<file path="src/rtl/mem_rd_ctrl_pkg.sv">
// mem_rd_ctrl_pkg
// Shared constants and the state encoding for the memory-read sequencer.
//   MEM_RD_STATE_WIDTH : width of the sequencer state register
//   MEM_ADDR_W         : external address bus width
//   MEM_DATA_W         : external data bus width
//   mem_rd_state_e     : IDLE, T1, T2, TW (wait), T3
package mem_rd_ctrl_pkg;

  localparam int MEM_RD_STATE_WIDTH = 3;
  localparam int MEM_ADDR_W         = 16;
  localparam int MEM_DATA_W         = 8;

  typedef enum logic [MEM_RD_STATE_WIDTH-1:0] {
    ST_IDLE = 3'd0,
    ST_T1   = 3'd1,
    ST_T2   = 3'd2,
    ST_TW   = 3'd3,
    ST_T3   = 3'd4
  } mem_rd_state_e;

  // Every non-idle state has the memory strobes asserted.
  function automatic logic bus_active(input mem_rd_state_e s);
    return (s != ST_IDLE);
  endfunction

endpackage

</file>
<file path="src/rtl/mem_rd_ctrl.sv">
// mem_rd_ctrl
// Z80-style memory-read sequencer. On rd_start (accepted only in IDLE) it
// runs T1/T2/[TW...]/T3 machine cycles, one for a byte read or two for a
// little-endian word read, and captures the data bus into reg_mem_din.
//
// state | meaning
// ------+-------------------------------------------------------------
// IDLE  | strobes high, addr_out holds, waits for rd_start
// T1    | address presented, mreq_n/rd_n low
// T2    | wait_n sampled: low -> TW, high -> T3
// TW    | wait state, repeats while wait_n low
// T3    | data_in captured; second byte of a word -> T1, else -> IDLE
//
// Ports:
//   clk         in   system clock, rising edge
//   reset       in   synchronous active-high reset
//   rd_start    in   read request strobe (IDLE only)
//   rd_word     in   1 = two-byte read, sampled with rd_start
//   rd_addr     in   start address, sampled with rd_start
//   wait_n      in   memory wait request, active low
//   data_in     in   external data bus
//   addr_out    out  external address bus (registered)
//   mreq_n      out  memory request, active low (registered)
//   rd_n        out  read strobe, active low (registered)
//   reg_mem_din out  captured data, [7:0] first byte, [15:8] second byte
//   busy        out  transfer in progress
//   done        out  one-cycle pulse, reg_mem_din valid
module mem_rd_ctrl
  import mem_rd_ctrl_pkg::*;
(
  input  logic                    clk,
  input  logic                    reset,
  input  logic                    rd_start,
  input  logic                    rd_word,
  input  logic [MEM_ADDR_W-1:0]   rd_addr,
  input  logic                    wait_n,
  input  logic [MEM_DATA_W-1:0]   data_in,
  output logic [MEM_ADDR_W-1:0]   addr_out,
  output logic                    mreq_n,
  output logic                    rd_n,
  output logic [2*MEM_DATA_W-1:0] reg_mem_din,
  output logic                    busy,
  output logic                    done
);

  mem_rd_state_e           state_q, state_d;
  logic [MEM_ADDR_W-1:0]   addr_q, addr_d;
  logic                    word_q, word_d;
  logic                    second_q, second_d;
  logic [2*MEM_DATA_W-1:0] din_q, din_d;
  logic                    strobe_n_q, strobe_n_d;
  logic                    busy_q, busy_d;
  logic                    done_q, done_d;

  always_ff @(posedge clk) begin
    if (reset) begin
      state_q    <= ST_IDLE;
      addr_q     <= '0;
      word_q     <= 1'b0;
      second_q   <= 1'b0;
      din_q      <= '0;
      strobe_n_q <= 1'b1;
      busy_q     <= 1'b0;
      done_q     <= 1'b0;
    end else begin
      state_q    <= state_d;
      addr_q     <= addr_d;
      word_q     <= word_d;
      second_q   <= second_d;
      din_q      <= din_d;
      strobe_n_q <= strobe_n_d;
      busy_q     <= busy_d;
      done_q     <= done_d;
    end
  end

  always_comb begin
    state_d  = state_q;
    addr_d   = addr_q;
    word_d   = word_q;
    second_d = second_q;
    din_d    = din_q;
    done_d   = 1'b0;

    case (state_q)
      ST_IDLE: begin
        if (rd_start) begin
          addr_d   = rd_addr;
          word_d   = rd_word;
          second_d = 1'b0;
          state_d  = ST_T1;
        end
      end
      ST_T1: state_d = ST_T2;
      ST_T2: state_d = wait_n ? ST_T3 : ST_TW;
      ST_TW: begin
        if (wait_n) state_d = ST_T3;
      end
      ST_T3: begin
        if (second_q) din_d[15:8] = data_in;
        else          din_d[7:0]  = data_in;
        if (word_q && !second_q) begin
          // Going straight back to T1 keeps the strobes low between bytes.
          addr_d   = addr_q + 16'd1;
          second_d = 1'b1;
          state_d  = ST_T1;
        end else begin
          second_d = 1'b0;
          state_d  = ST_IDLE;
          done_d   = 1'b1;
        end
      end
      default: state_d = ST_IDLE;
    endcase

    // Outputs are registered from the next state so they line up with state_q.
    strobe_n_d = !bus_active(state_d);
    busy_d     = bus_active(state_d);
  end

  assign addr_out    = addr_q;
  assign mreq_n      = strobe_n_q;
  assign rd_n        = strobe_n_q;
  assign reg_mem_din = din_q;
  assign busy        = busy_q;
  assign done        = done_q;

endmodule

</file>
<file path="config.mk">
export PLATFORM = sky130hd
export DESIGN_NAME = mem_rd_ctrl
export DESIGN_NICKNAME = d
export VERILOG_FILES = /design/src/rtl/mem_rd_ctrl_pkg.sv /design/src/rtl/mem_rd_ctrl.sv
export SDC_FILE = /design/constraint.sdc
export NUM_CORES = 1
export LEC_CHECK = 0
export CORE_MARGIN = 4
export CORE_UTILIZATION = 40
export CTS_BUF_LIST = sky130_fd_sc_hd__clkbuf_8 sky130_fd_sc_hd__clkbuf_16
export DETAILED_ROUTE_END_ITERATION = 12
export PLACE_DENSITY = 0.75
export SYNTH_ARGS = -nofsm -noshare
export SYNTH_HDL_FRONTEND = slang
export SYNTH_SLANG_ARGS = --single-unit
</file>
<file path="constraint.sdc">
create_clock -name clk -period 1.5 [get_ports clk]
set_input_delay 0.225 -clock clk [delete_from_list [all_inputs] [get_ports clk]]
set_output_delay 0.225 -clock clk [all_outputs]
set_load 0.02 [all_outputs]
</file>
==> impl_results.md <==
- Worst Setup Start Kind: register
- Post-Layout Cell Count: 390
- Nets: 367
- DRT iter0 DRCs: 116
- Yosys reg bits: 40
- Filler instances: 382
- DIE WIDTH: 76.7 µm
- Clock Path Buffers: 2
- Worst Setup End Kind: register
- Initial Util: 42.2%
- Crit path buffers/inverters: 3
- Global-route wire length before repair: 8.85 mm
- Die Area: 5880 µm²
- DRT Wirelength: 5.70 mm
- Achievable frequency: 679 MHz
- Vias in the first global route: 1866
- Worst Hold Slack: 0.451 ns
- Peak VDD IR: 0.647 mV
- FF-to-FF Start: addr_out[0]$_SDFFE_PP0P_
- Clock Pin Slew Worst Setup and Hold Paths: 0.08 ns
- CP most frequent cell: buf_4
- Pwr/cell area: 886 nW/µm²
- Std cell rows: 24
- P_leak: 1.43 nW
- Slowest cell on the critical path: dfxtp_4
- Critical path origin: addr_out[0]$_SDFFE_PP0P_
- Final setup margin: 0.0267 ns
- Clock Latency Late Sink: 0.30 ns
- Highest net fanout along the worst path: 6
- Drt wl/cell: 14.6 µm
- Worst hold start: reg_mem_din[4]$_SDFFE_PP0P_
- Relative slew slack: 73.8%
- Residual DRC count: 0
- Outcome: finished clean
- Hold crit path type: register to register
- Ant diodes: 0
- CP Data Required Time: 1.72 ns
- Count of final hold-check violations: 0
- Via count: 2079
- CTS tree: built
- Setup_tns: 0 ns
- Total GRT Usage: 18.6%
- Post-synthesis instance total: 242
- ANT nets after route: 0
- Critical path cell sequence: buf_4 -> nand4_1 -> buf_4 -> buf_4 -> o31ai_1 -> a21oi_1 -> nor4_1
- Final Max Slew Viols: 0
- PnR Total Power: 0.00275 W
- Drt via density: 5.33
- Synth cell types: 44
- Die Y: 76.7 µm
- Commonest cells after routing, fill and taps aside: 43 x nand2_1, 34 x buf_4, 33 x clkdlybuf4s50_1
- CTS Buf Count: 5
- PortBufs: 64
- Placed Instances: 375
- Post-detail-place hpwl: 4.01 mm
- Max cap viols: 0
- Fraction of layout cells with a size suffix above 1: 21.6%
- Final period util: 98.2%
- CTS Sinks: 40
- Clock Root Buffer: clkbuf_8
- RSZ-0062 raised after global routing: true
- Gpl congestion: 0.805
- CP arrival: 1.69 ns
- Net count after synthesis: 272
- Pre-CTS setup slack: -0.110 ns
- Cell family with most CP delay: buffers and inverters
- Area Growth Syn to Fin: 64.8%
- Worst Skew: 0.00524 ns
- Final Critical Period: 1.47 ns
- Pin count of the biggest net entering global routing: 33
- Worst Tran Pin Value: 0.392 ns
- CP peak stage delay: 0.37 ns
- Kind of critical path: register to register
- Initial antenna violation count: 0
- Netlist Area Pre-Place: 1890 µm²
- Register area share after synthesis: 42.4%
- Core Area: 4470 µm²
- Grt total ovfl: 0
- Setup violations, final: 0
- Num ports: 65
- H-Tree Depth: 2
- Post-CTS Hold Buffers: 0
- Drt first pass iters: 4
- Mean Syn Cell Area: 7.80 µm²
- Most common cell after layout, fill and taps aside: nand2_1
- Synth warn: 0
-- synthesized netlist by cell type, drive strengths merged --
cell type  count  area, µm²
nand2         43        161
dfxtp         40        801
a21oi         28        140
o21ai         22        110
nor2          15       61.3
nor2b          9       56.3
clkbuf         8       30.0
nor3           7       35.0
and2           6       37.5
buf            6       31.3
a22oi          5       37.5
nand3          5       25.0
nor4           5       31.3
inv            4       15.0
nand2b         4       25.0
nand4          4       31.3
o2bb2ai        4       35.0
a311oi         3       26.3
a211oi         2       15.0
a31oi          2       12.5
mux2i          2       20.0
nor3b          2       20.0
or3            2       12.5
a2bb2oi        1       8.76
a41oi          1       8.76
and3           1       6.26
and3b          1       8.76
and4           1       8.76
ha             1       12.5
nor4b          1       8.76
o21a           1       7.51
o22ai          1       6.26
o31ai          1       7.51
o32a           1       10.0
or2            1       6.26
or3b           1       8.76
or4            1       7.51
-- logic make-up after synthesis --
kind of cell / after synthesis / share of synthesized area, %
mux: 2 / 1.06
fa+ha+maj: 1 / 0.663
buf+inv: 18 / 4.04
flops: 40 / 42.4
compound gates: 72 / 22.5
simple gates: 109 / 29.2
-- state kept, by name, indices dropped and copies added, names as in the netlist --
| name | flops |
|---|---|
| addr_out | 16 |
| reg_mem_din | 16 |
| state_q | 3 |
| busy | 1 |
| done | 1 |
| mreq_n | 1 |
| second_q | 1 |
| word_q | 1 |
-- power by group --
part / switching, W / internal (W) / leakage [nW]
registers: 0.0000656 / 0.00113 / 0.331
clock network: 0.000386 / 0.000587 / 0.0645
logic: 0.000290 / 0.000297 / 1.03
total: 0.000741 / 0.00201 / 1.43
-- stage by stage --
stage	util (%)	area, µm²
CTS	66.1	2960
global route	69.5	3110
detailed placement	63.3	2830
floorplan	-	1930
global placement	63.3	2830
finish	69.5	3110
-- per-layer routing --
metal	vias up	global-route usage [%]	routed length (µm)
met5	-	0	0
met4	0	6.52	85
met3	9	5.04	277
met2	51	30.9	2760
met1	967	23.1	2570
li1	1052	-	-
-- worst paths after layout --
path,depth (start not counted),end,slack [ns]
setup / recovery,7,addr_out[9]$_SDFFE_PP0P_,0.03
hold / removal,2,reg_mem_din[4]$_SDFFE_PP0P_,0.45
hold reg to reg,2,reg_mem_din[4]$_SDFFE_PP0P_,0.45
setup reg to reg,7,addr_out[9]$_SDFFE_PP0P_,0.03
-- layout make-up --
type | count | area, µm² | area share [%]
sequential | 40 | 818 | 26.3
tap | 52 | 65.1 | 2.09
timing repair buffer | 102 | 968 | 31.1
multi-input combinational | 184 | 1120 | 35.9
inverter | 4 | 15.0 | 0.483
clock inverter | 1 | 30.0 | 0.966
clock buffer | 7 | 96.3 | 3.10
-- what timing repair did --
action                     in CTS  in global routing
setup endpoints to repair      45                 44
pin swaps                       3                  4
gates resized for setup        22                 29
setup buffers                   0                  7
-- worst reg2reg max path: cells and delay by family, from the launching register on --
family / cells / cell delay (ns)
flip-flops: 1 / 0.37
AO/OA/AOI/OAI: 2 / 0.34
AND/OR/NAND/NOR: 2 / 0.24
buffers and inverters: 3 / 0.43
Power figures use the tool's default switching activity.
